<file path="src/rtl/seg_pkg.sv">
// ============================================================================
// Package  : seg_pkg
// Brief    : Shared seven-segment pattern constants, digit codes and helpers.
// Revision : 1.0
// ============================================================================
`default_nettype none

package seg_pkg;

    localparam int          C_NUM_DIGITS    = 4;

    localparam logic [6:0]  C_SEG_0         = 7'h6F;
    localparam logic [6:0]  C_SEG_1         = 7'h24;
    localparam logic [6:0]  C_SEG_2         = 7'h5E;
    localparam logic [6:0]  C_SEG_3         = 7'h76;
    localparam logic [6:0]  C_SEG_4         = 7'h35;
    localparam logic [6:0]  C_SEG_5         = 7'h73;
    localparam logic [6:0]  C_SEG_6         = 7'h7B;
    localparam logic [6:0]  C_SEG_7         = 7'h26;
    localparam logic [6:0]  C_SEG_8         = 7'h7F;
    localparam logic [6:0]  C_SEG_9         = 7'h77;
    localparam logic [6:0]  C_SEG_BLANK     = 7'h00;

    localparam logic [3:0]  C_DIGIT_BLANK   = 4'hA;
    localparam logic [3:0]  C_DIGIT_ILLEGAL = 4'hF;

    typedef enum logic [1:0] {
        ST_WAIT   = 2'd0,
        ST_COUNT  = 2'd1,
        ST_LOCKED = 2'd2
    } rd_state_t;

    function automatic logic is_onehot(input logic [C_NUM_DIGITS-1:0] v);
        return (v != '0) && ((v & (v - 1'b1)) == '0);
    endfunction

    function automatic logic [1:0] onehot_index(input logic [C_NUM_DIGITS-1:0] v);
        logic [1:0] idx;
        idx = '0;
        for (int i = 0; i < C_NUM_DIGITS; i++) begin
            if (v[i]) idx = 2'(i);
        end
        return idx;
    endfunction

endpackage

`default_nettype wire

</file>
<file path="src/rtl/seg_decode.sv">
// ============================================================================
// Module   : seg_decode
// Brief    : Combinational seven-segment pattern to BCD digit / legality decoder.
// Options  : SEG_READER_BLANK_EN - pattern 7'h00 decodes to blank (4'hA), legal.
// Revision : 1.0
// ============================================================================
`default_nettype none

module seg_decode
    import seg_pkg::*;
(
    input  logic [6:0] seg,
    output logic [3:0] digit,
    output logic       legal
);

    always_comb begin
        digit = C_DIGIT_ILLEGAL;
        legal = 1'b0;
        case (seg)
            C_SEG_0: begin digit = 4'd0; legal = 1'b1; end
            C_SEG_1: begin digit = 4'd1; legal = 1'b1; end
            C_SEG_2: begin digit = 4'd2; legal = 1'b1; end
            C_SEG_3: begin digit = 4'd3; legal = 1'b1; end
            C_SEG_4: begin digit = 4'd4; legal = 1'b1; end
            C_SEG_5: begin digit = 4'd5; legal = 1'b1; end
            C_SEG_6: begin digit = 4'd6; legal = 1'b1; end
            C_SEG_7: begin digit = 4'd7; legal = 1'b1; end
            C_SEG_8: begin digit = 4'd8; legal = 1'b1; end
            C_SEG_9: begin digit = 4'd9; legal = 1'b1; end
`ifdef SEG_READER_BLANK_EN
            C_SEG_BLANK: begin digit = C_DIGIT_BLANK; legal = 1'b1; end
`endif
            default: begin
                digit = C_DIGIT_ILLEGAL;
                legal = 1'b0;
            end
        endcase
    end

endmodule

`default_nettype wire

</file>
<file path="src/rtl/seg_reader.sv">
// ============================================================================
// Module   : seg_reader
// Brief    : Samples a multiplexed 4-digit seven-segment display and rebuilds
//            the displayed BCD number once every position has been seen stable.
// Options  : SEG_READER_BLANK_EN - accept the all-off pattern as a blank digit.
// Revision : 1.0
// ============================================================================
`default_nettype none

module seg_reader
    import seg_pkg::*;
#(
    parameter int STABLE_CYCLES = 4
) (
    input  logic        clk,
    input  logic        rst_n,
    input  logic [6:0]  seg,
    input  logic [3:0]  sel,
    output logic [15:0] num,
    output logic        valid,
    output logic        err
);

    localparam logic [7:0] C_STABLE = 8'(STABLE_CYCLES);

    logic [6:0]  r_seg_meta, r_seg_sync;
    logic [3:0]  r_sel_meta, r_sel_sync;
    logic [10:0] r_prev;
    rd_state_t   r_state;
    logic [7:0]  r_count;

    logic        r_acc;
    logic [1:0]  r_acc_slot;
    logic [3:0]  r_acc_digit;
    logic        r_acc_illegal;

    logic [15:0] r_buf;
    logic [3:0]  r_captured;
    logic        r_frame_err;

    logic [10:0] w_sample;
    logic        w_same;
    logic        w_onehot;
    logic [1:0]  w_slot;
    logic [3:0]  w_digit;
    logic        w_legal;
    logic [3:0]  w_cap_next;
    logic [15:0] w_frame;

    // Pins are asynchronous to clk; nothing downstream looks at the raw inputs.
    always_ff @(posedge clk or negedge rst_n) begin
        if (!rst_n) begin
            r_seg_meta <= '0;
            r_seg_sync <= '0;
            r_sel_meta <= '0;
            r_sel_sync <= '0;
        end else begin
            r_seg_meta <= seg;
            r_seg_sync <= r_seg_meta;
            r_sel_meta <= sel;
            r_sel_sync <= r_sel_meta;
        end
    end

    assign w_sample = {r_sel_sync, r_seg_sync};
    assign w_same   = (w_sample == r_prev);
    assign w_onehot = is_onehot(r_sel_sync);
    assign w_slot   = onehot_index(r_sel_sync);

    seg_decode u_decode (
        .seg   (r_seg_sync),
        .digit (w_digit),
        .legal (w_legal)
    );

    always_ff @(posedge clk or negedge rst_n) begin
        if (!rst_n) begin
            r_state       <= ST_WAIT;
            r_count       <= '0;
            r_prev        <= '0;
            r_acc         <= 1'b0;
            r_acc_slot    <= '0;
            r_acc_digit   <= '0;
            r_acc_illegal <= 1'b0;
        end else begin
            r_prev <= w_sample;
            r_acc  <= 1'b0;
            case (r_state)
                ST_WAIT: begin
                    if (w_onehot) begin
                        r_state <= ST_COUNT;
                        r_count <= 8'd1;
                    end
                end
                ST_COUNT: begin
                    if (w_same) begin
                        if (r_count + 8'd1 == C_STABLE) begin
                            r_state       <= ST_LOCKED;
                            r_count       <= C_STABLE;
                            r_acc         <= 1'b1;
                            r_acc_slot    <= w_slot;
                            r_acc_digit   <= w_digit;
                            r_acc_illegal <= ~w_legal;
                        end else begin
                            r_count <= r_count + 8'd1;
                        end
                    end else if (w_onehot) begin
                        r_count <= 8'd1;
                    end else begin
                        r_state <= ST_WAIT;
                        r_count <= '0;
                    end
                end
                ST_LOCKED: begin
                    // Stay locked for the rest of this dwell so it is accepted once.
                    if (!w_same) begin
                        if (w_onehot) begin
                            r_state <= ST_COUNT;
                            r_count <= 8'd1;
                        end else begin
                            r_state <= ST_WAIT;
                            r_count <= '0;
                        end
                    end
                end
                default: begin
                    r_state <= ST_WAIT;
                    r_count <= '0;
                end
            endcase
        end
    end

    always_comb begin
        w_cap_next = r_captured | (4'b0001 << r_acc_slot);
        w_frame    = r_buf;
        w_frame[{r_acc_slot, 2'b00} +: 4] = r_acc_digit;
    end

    always_ff @(posedge clk or negedge rst_n) begin
        if (!rst_n) begin
            r_buf       <= '0;
            r_captured  <= '0;
            r_frame_err <= 1'b0;
            num         <= '0;
            valid       <= 1'b0;
            err         <= 1'b0;
        end else begin
            valid <= 1'b0;
            if (r_acc) begin
                r_buf <= w_frame;
                if (&w_cap_next) begin
                    num         <= w_frame;
                    valid       <= 1'b1;
                    err         <= r_frame_err | r_acc_illegal;
                    r_captured  <= '0;
                    r_frame_err <= 1'b0;
                end else begin
                    r_captured  <= w_cap_next;
                    r_frame_err <= r_frame_err | r_acc_illegal;
                end
            end
        end
    end

endmodule

`default_nettype wire

</file>
<file path="config.mk">
export PLATFORM = sky130hd
export DESIGN_NAME = seg_reader
export DESIGN_NICKNAME = d
export VERILOG_FILES = /design/src/rtl/seg_pkg.sv /design/src/rtl/seg_decode.sv /design/src/rtl/seg_reader.sv
export SDC_FILE = /design/constraint.sdc
export NUM_CORES = 1
export LEC_CHECK = 0
export CAP_MARGIN = 20
export CORE_MARGIN = 8
export CORE_UTILIZATION = 40
export DETAILED_ROUTE_END_ITERATION = 8
export RECOVER_POWER = 50
export SYNTH_ARGS = -nofsm -noshare
export SYNTH_HDL_FRONTEND = slang
export SYNTH_SLANG_ARGS = --single-unit
export TNS_END_PERCENT = 30
</file>
<file path="constraint.sdc">
create_clock -name clk -period 2.2 [get_ports clk]
set_clock_uncertainty 0.1 [all_clocks]
set_input_delay 0.22 -clock clk [delete_from_list [all_inputs] [get_ports clk]]
set_output_delay 0.22 -clock clk [all_outputs]
set_load 0.1 [all_outputs]
</file>
* Word-level counts from Yosys, hierarchy flattened
Cells that the tools add are included.
** Word-level totals
- Flip-flop bits (word level) :: 90
- Input bits :: 13
- Output and inout bits :: 18
** Operators by class
- Bitwise logic cells :: 4
- Shifts and indexed selects :: 3
- $add $sub $neg :: 3
- Eq/ne operators :: 18
- Multiplexer cells :: 26
- Reductions and logical operators :: 10
** Operators with widths (number)
- 7-bit equality test (second input constant) :: 7
- 4-bit one-hot mux with 10 select lines :: 1
- 8-bit 2-to-1 mux :: 4
- 8-bit one-hot mux with 3 select lines :: 1
- 7-bit by 6-bit equality test with 1-bit output (second input constant) :: 3
- 16-bit bitwise mux :: 1
- 4-bit by 6-bit variable shift with 16-bit output (first input constant) :: 1
- 4-bit by 6-bit variable part select with 16-bit output :: 1
- 2-bit 2-to-1 mux :: 7
- 11-bit equality test :: 1
- 1-bit 2-to-1 mux :: 10
- 10-bit OR reduction :: 1
- 8-bit by 1-bit adder with 8-bit output (second input constant) :: 1
- 8-bit by 3-bit equality test with 1-bit output (second input constant) :: 1
- 4-bit AND reduction :: 2
- 3-bit != test (second input constant) :: 2
- 4-bit negator with 6-bit output :: 1
- 2-bit one-hot mux with 3 select lines :: 1
- 5-bit AND reduction :: 1
- 4-bit AND :: 1
- 4-bit logical NOT :: 1
- 4-bit 2-to-1 mux :: 1
- 2-bit != test (second input constant) :: 2
- 4-bit OR :: 1
- 11 further kinds :: 11

* Logic depth before layout (Yosys ltp)
- Word-level depth :: 7
- Depth in mapped cells :: 8

* By module
Synthesis repeated with hierarchy kept, for this count alone.
** Second synthesis, totals
- Cell total of the unflattened synthesis :: 375
- Area, all modules :: 3981.3 um^2
** By module, submodules not included
- seg_reader :: sequential area each 2252.2 um^2, times used 1, cells each 348, area each 3789.9 um^2
- seg_decode :: sequential area each 0.0 um^2, times used 1, cells each 27, area each 191.4 um^2

* Worst setup path after synthesis
Ideal clock, no wire load.
- Kind :: register to register
- From :: reg r_acc_slot[0]
- To :: reg num[10]
- Setup slack :: 0.107 ns
- Clock period less this slack :: 2.093 ns
- Stages on the path, launching flop included :: 9
- Setup time :: 0.137 ns
- Arrival :: 1.856 ns
- Cell sequence :: dfrtp_1 inv_1 ha_1 o22ai_1 nor2_1 o21a_1 clkbuf_1 clkbuf_1 a21oi_1
** Between the ends
- Longest elaborated chain between the ends :: 3
- Elaborated cells on any way between the ends :: 7
- Those cells by class :: 1 x add/sub; 3 x shift; 1 x mux; 1 x bitwise; 1 x reduce/logical
** RTL lines
- from (decl) :: line seg_reader.sv:33 : logic [1:0] r_acc_slot;
- from (signal assigned) :: line seg_reader.sv:101 : r_acc_slot <= w_slot;
- 4-bit negator with 6-bit output / 1-bit by 2-bit left shift with 4-bit output (equally long branches) :: line seg_reader.sv:137, seg_reader.sv:135
- 4-bit by 6-bit variable part select with 16-bit output, or another cell as far along :: line seg_reader.sv:137 : w_frame[{r_acc_slot, 2'b00} +: 4] = r_acc_digit;
- 16-bit bitwise mux / 5-bit AND reduction (equally long branches)
- to (signal assigned) :: line seg_reader.sv:153 : num <= w_frame;
- to (decl) :: line seg_reader.sv:19 : output logic [15:0] num,
Parallel ways exist; a longest one is shown, timed or not.
A chain may end at the register's enable or synchronous reset.

* Worst setup path in the final report
- From :: reg r_seg_sync[2]
- To :: reg r_acc_digit[0]
** Between the ends
- Longest elaborated chain between the ends :: 2
- Elaborated cells on any way between the ends :: 13
- Those cells by class :: 11 x eq/ne; 1 x mux; 1 x reduce/logical
** RTL lines
- from (decl) :: line seg_reader.sv:26 : logic [6:0] r_seg_meta, r_seg_sync;
- from (signal assigned) :: line seg_reader.sv:59 : r_seg_sync <= r_seg_meta;
- 7-bit equality test, or another cell as far along :: line seg_decode.sv:20 : case (seg)
- 4-bit one-hot mux with 10 select lines / 3-bit AND reduction (equally long branches)
- to (signal assigned) :: line seg_reader.sv:102 : r_acc_digit <= w_digit;
- to (decl) :: line seg_reader.sv:34 : logic [3:0] r_acc_digit;
Parallel ways exist; a longest one is shown, timed or not.

==> summary.txt <==
Synth cell types: 44
Drt pass-1 iters: 5
Area of the mapped netlist: 0.003809 sq mm
Clk root buf: clkbuf_8
Nets: 419
Number of global-route vias before repair: 2597
Measured slew at the worst slew-check pin: 1116 ps
Crit-path cells: clkbuf_1 -> nand3b_1 -> nor4_2 -> a2111oi_1 -> or3_1 -> mux2_2
Area leader, netlist: dfrtp_1
Commonest register cell after synthesis: dfrtp_1
Yosys reg bits: 90
Total track usage: 12.27%
Worst Setup Path Type: reg -> reg
Tcrit/Tclk final: 91.11%
Count leader, synth: dfrtp_1
Max-slew headroom: 25.60%
Post-synth EDFFs: 0
Final setup viols: 0
RR Startpoint: r_seg_sync[2]
Max VDD drop: 0.3314 mV
Vias: 2601
Cts bufs inserted: 9
Core Region: 0.009240 sq mm
Final Max Tran Viols: 0
Drt drc: 0
Critical-path top delay cell: dfrtp_1
Gates resized, CTS repair: 0
CP max stage delay: 440 ps
Clk slew on worst S/H paths: 80 ps
Core Rows: 35
Worst Setup SP: r_seg_sync[2]
# clock sinks: 90
Syn nets: 372
WL/cell: 13.67 um
Yosys warns: 0
Final setup TNS: 0 ps
Die Span Y: 113.6 um
Final RePlAce weighted congestion: 0.8239
Ant diodes: 0
Max_cap viols: 0
Critical Path Start Type: flip-flop
First-pass GRT wire length: 12710 um
Post-synth ARST share: 100.0%
Pwr Density: 676.9 mW/mm^2
Initial antenna violation count: 0
Clock H-tree levels: 3
Crit path time final: 2004 ps
Hpwl dp: 5171 um
CP Capture Type: flip-flop
Status: finished clean
Area Overhead vs Synth: 18.63%
Seq/Total Area, Yosys: 59.13%
Die Area: 0.01290 sq mm
Port Buffers: 30
Post-synth top area share: 59.13%
Die width: 113.6 um
Layout cell share with drive strength beyond 1: 13.40%
Hold_buf cts: 1
Final Power: 3.058 mW
Hold WC Path Type: reg -> reg
Crit path arrival time: 2150 ps
Remaining antenna violation count: 0
Synth top area cells: dfrtp_1 (59%), a21oi_1 (5.8%), nor2_1 (3.4%), nor2b_1 (3.1%), nand2_1 (3.1%)
Worst-path fanout max: 5
GRT Residual Overflow: 0
Synth top cells by count: dfrtp_1 (90), a21oi_1 (44), nor2_1 (35), nand2_1 (31)
Clock buffer depth: 2
Final hold violation count: 0
Worst Hold Launch: r_sel_meta[0]
Max frequency: 0.4989 GHz
Leak Pwr: 2.127 nW
TritonCTS clock tree: done
Avg Cell Area, Syn: 10.85 sq um
Setup Fix Bufs, Post-CTS: 0
Gate count after technology mapping: 351
Largest net degree at the start of global routing: 47
Starting DRC count in detailed routing: 140
Vias per cell: 4.889
Boundary Pins: 31
Critical Path RT: 2350 ps
Hold WS: 251.0 ps
RSZ-0062 raised after global routing: false
Clock Latency Late Sink: 350 ps
Starting density of the core: 41.22%
Final wirelength: 7274 um
final cells by class:
cell class	instances	area, sq um
inverters	7	26.28
clock buffers	12	135.1
well taps	129	161.4
clock inverters	4	76.32
multi-input cells	246	1491
flip-flops and latches	90	2252
fillers	864	4722
repair buffers	44	375.4
worst max-delay path, delay by kind of cell, from the launching register on:
family	cells	cell delay, ps
DFF	1	440
AOI/OAI and AO/OA	1	150
and+or+nand+nor	3	770
muxes	1	260
buffers and inverters	1	180
kinds of logic (layout without fill, tap and decap cells):
group	count (synthesis)	in the layout	share of synthesized area (%)
AND/OR/NAND/NOR	133	133	18.92
flip-flops	90	90	59.13
AO/OA/AOI/OAI	82	82	11.89
buffers and inverters	15	67	1.708
XOR/XNOR	14	14	3.220
adder cells (fa/ha/maj)	9	9	2.891
multiplexers	8	8	2.234
power breakdown:
group | switching [mW] | leakage, nW | internal (mW)
logic | 0.0805 | 0.850 | 0.0571
clock network | 0.559 | 0.101 | 0.644
registers | 0.0299 | 1.18 | 1.69
cell usage in the layout, fill, tap and decap left out, types with 8 or more instances in the layout:
cell and n:
buf_4 27, dlygate4sd3_1 12, a21oi_1 44, xor2_1 13, nand2_1 31, dfrtp_1 90
and3_1 8, ha_1 8, nor2_1 35, nor2b_1 19, o21ai_0 19, clkbuf_8 9
layer usage:
layer / global-route usage (%) / share of wire, %
met1: 16.53 / 51
met2: 17.87 / 42
met3: 4.120 / 4.7
met4: 4.529 / 2.4
met5: 0 / 0
metrics by stage:
stage          area [sq um]  worst slack, ps  cells  util [%]
6_report               4518            195.7    532     48.90
5_1_grt                4518            69.95    532     48.90
3_5_place_dp           4307            211.7    515     46.61
2_1_floorplan          3809            107.4    351         -
4_1_cts                4528            189.0    532     49.00
3_3_place_gp           4307            258.7    515     46.61
path summary, 6_finish.rpt:
kind	slack, ps	endpoint	depth (start not counted)
max	200	r_acc_digit[0]	6
min	250	r_sel_sync[0]	0
max reg2reg	200	r_acc_digit[0]	6
min reg2reg	250	r_sel_sync[0]	0
max in group asynchronous	690	r_buf[9]	3
min in group asynchronous	500	r_sel_meta[1]	2
flip-flops by register name, summed over array words and instances, names as in the netlist, 2 cells and up:
name,flops
num,16
r_buf,16
r_prev,11
r_count,8
r_seg_meta,7
r_seg_sync,7
r_acc_digit,4
r_captured,4
r_sel_meta,4
r_sel_sync,4
r_acc_slot,2
r_state,2
Note: power is estimated with default switching activity, not from simulation.
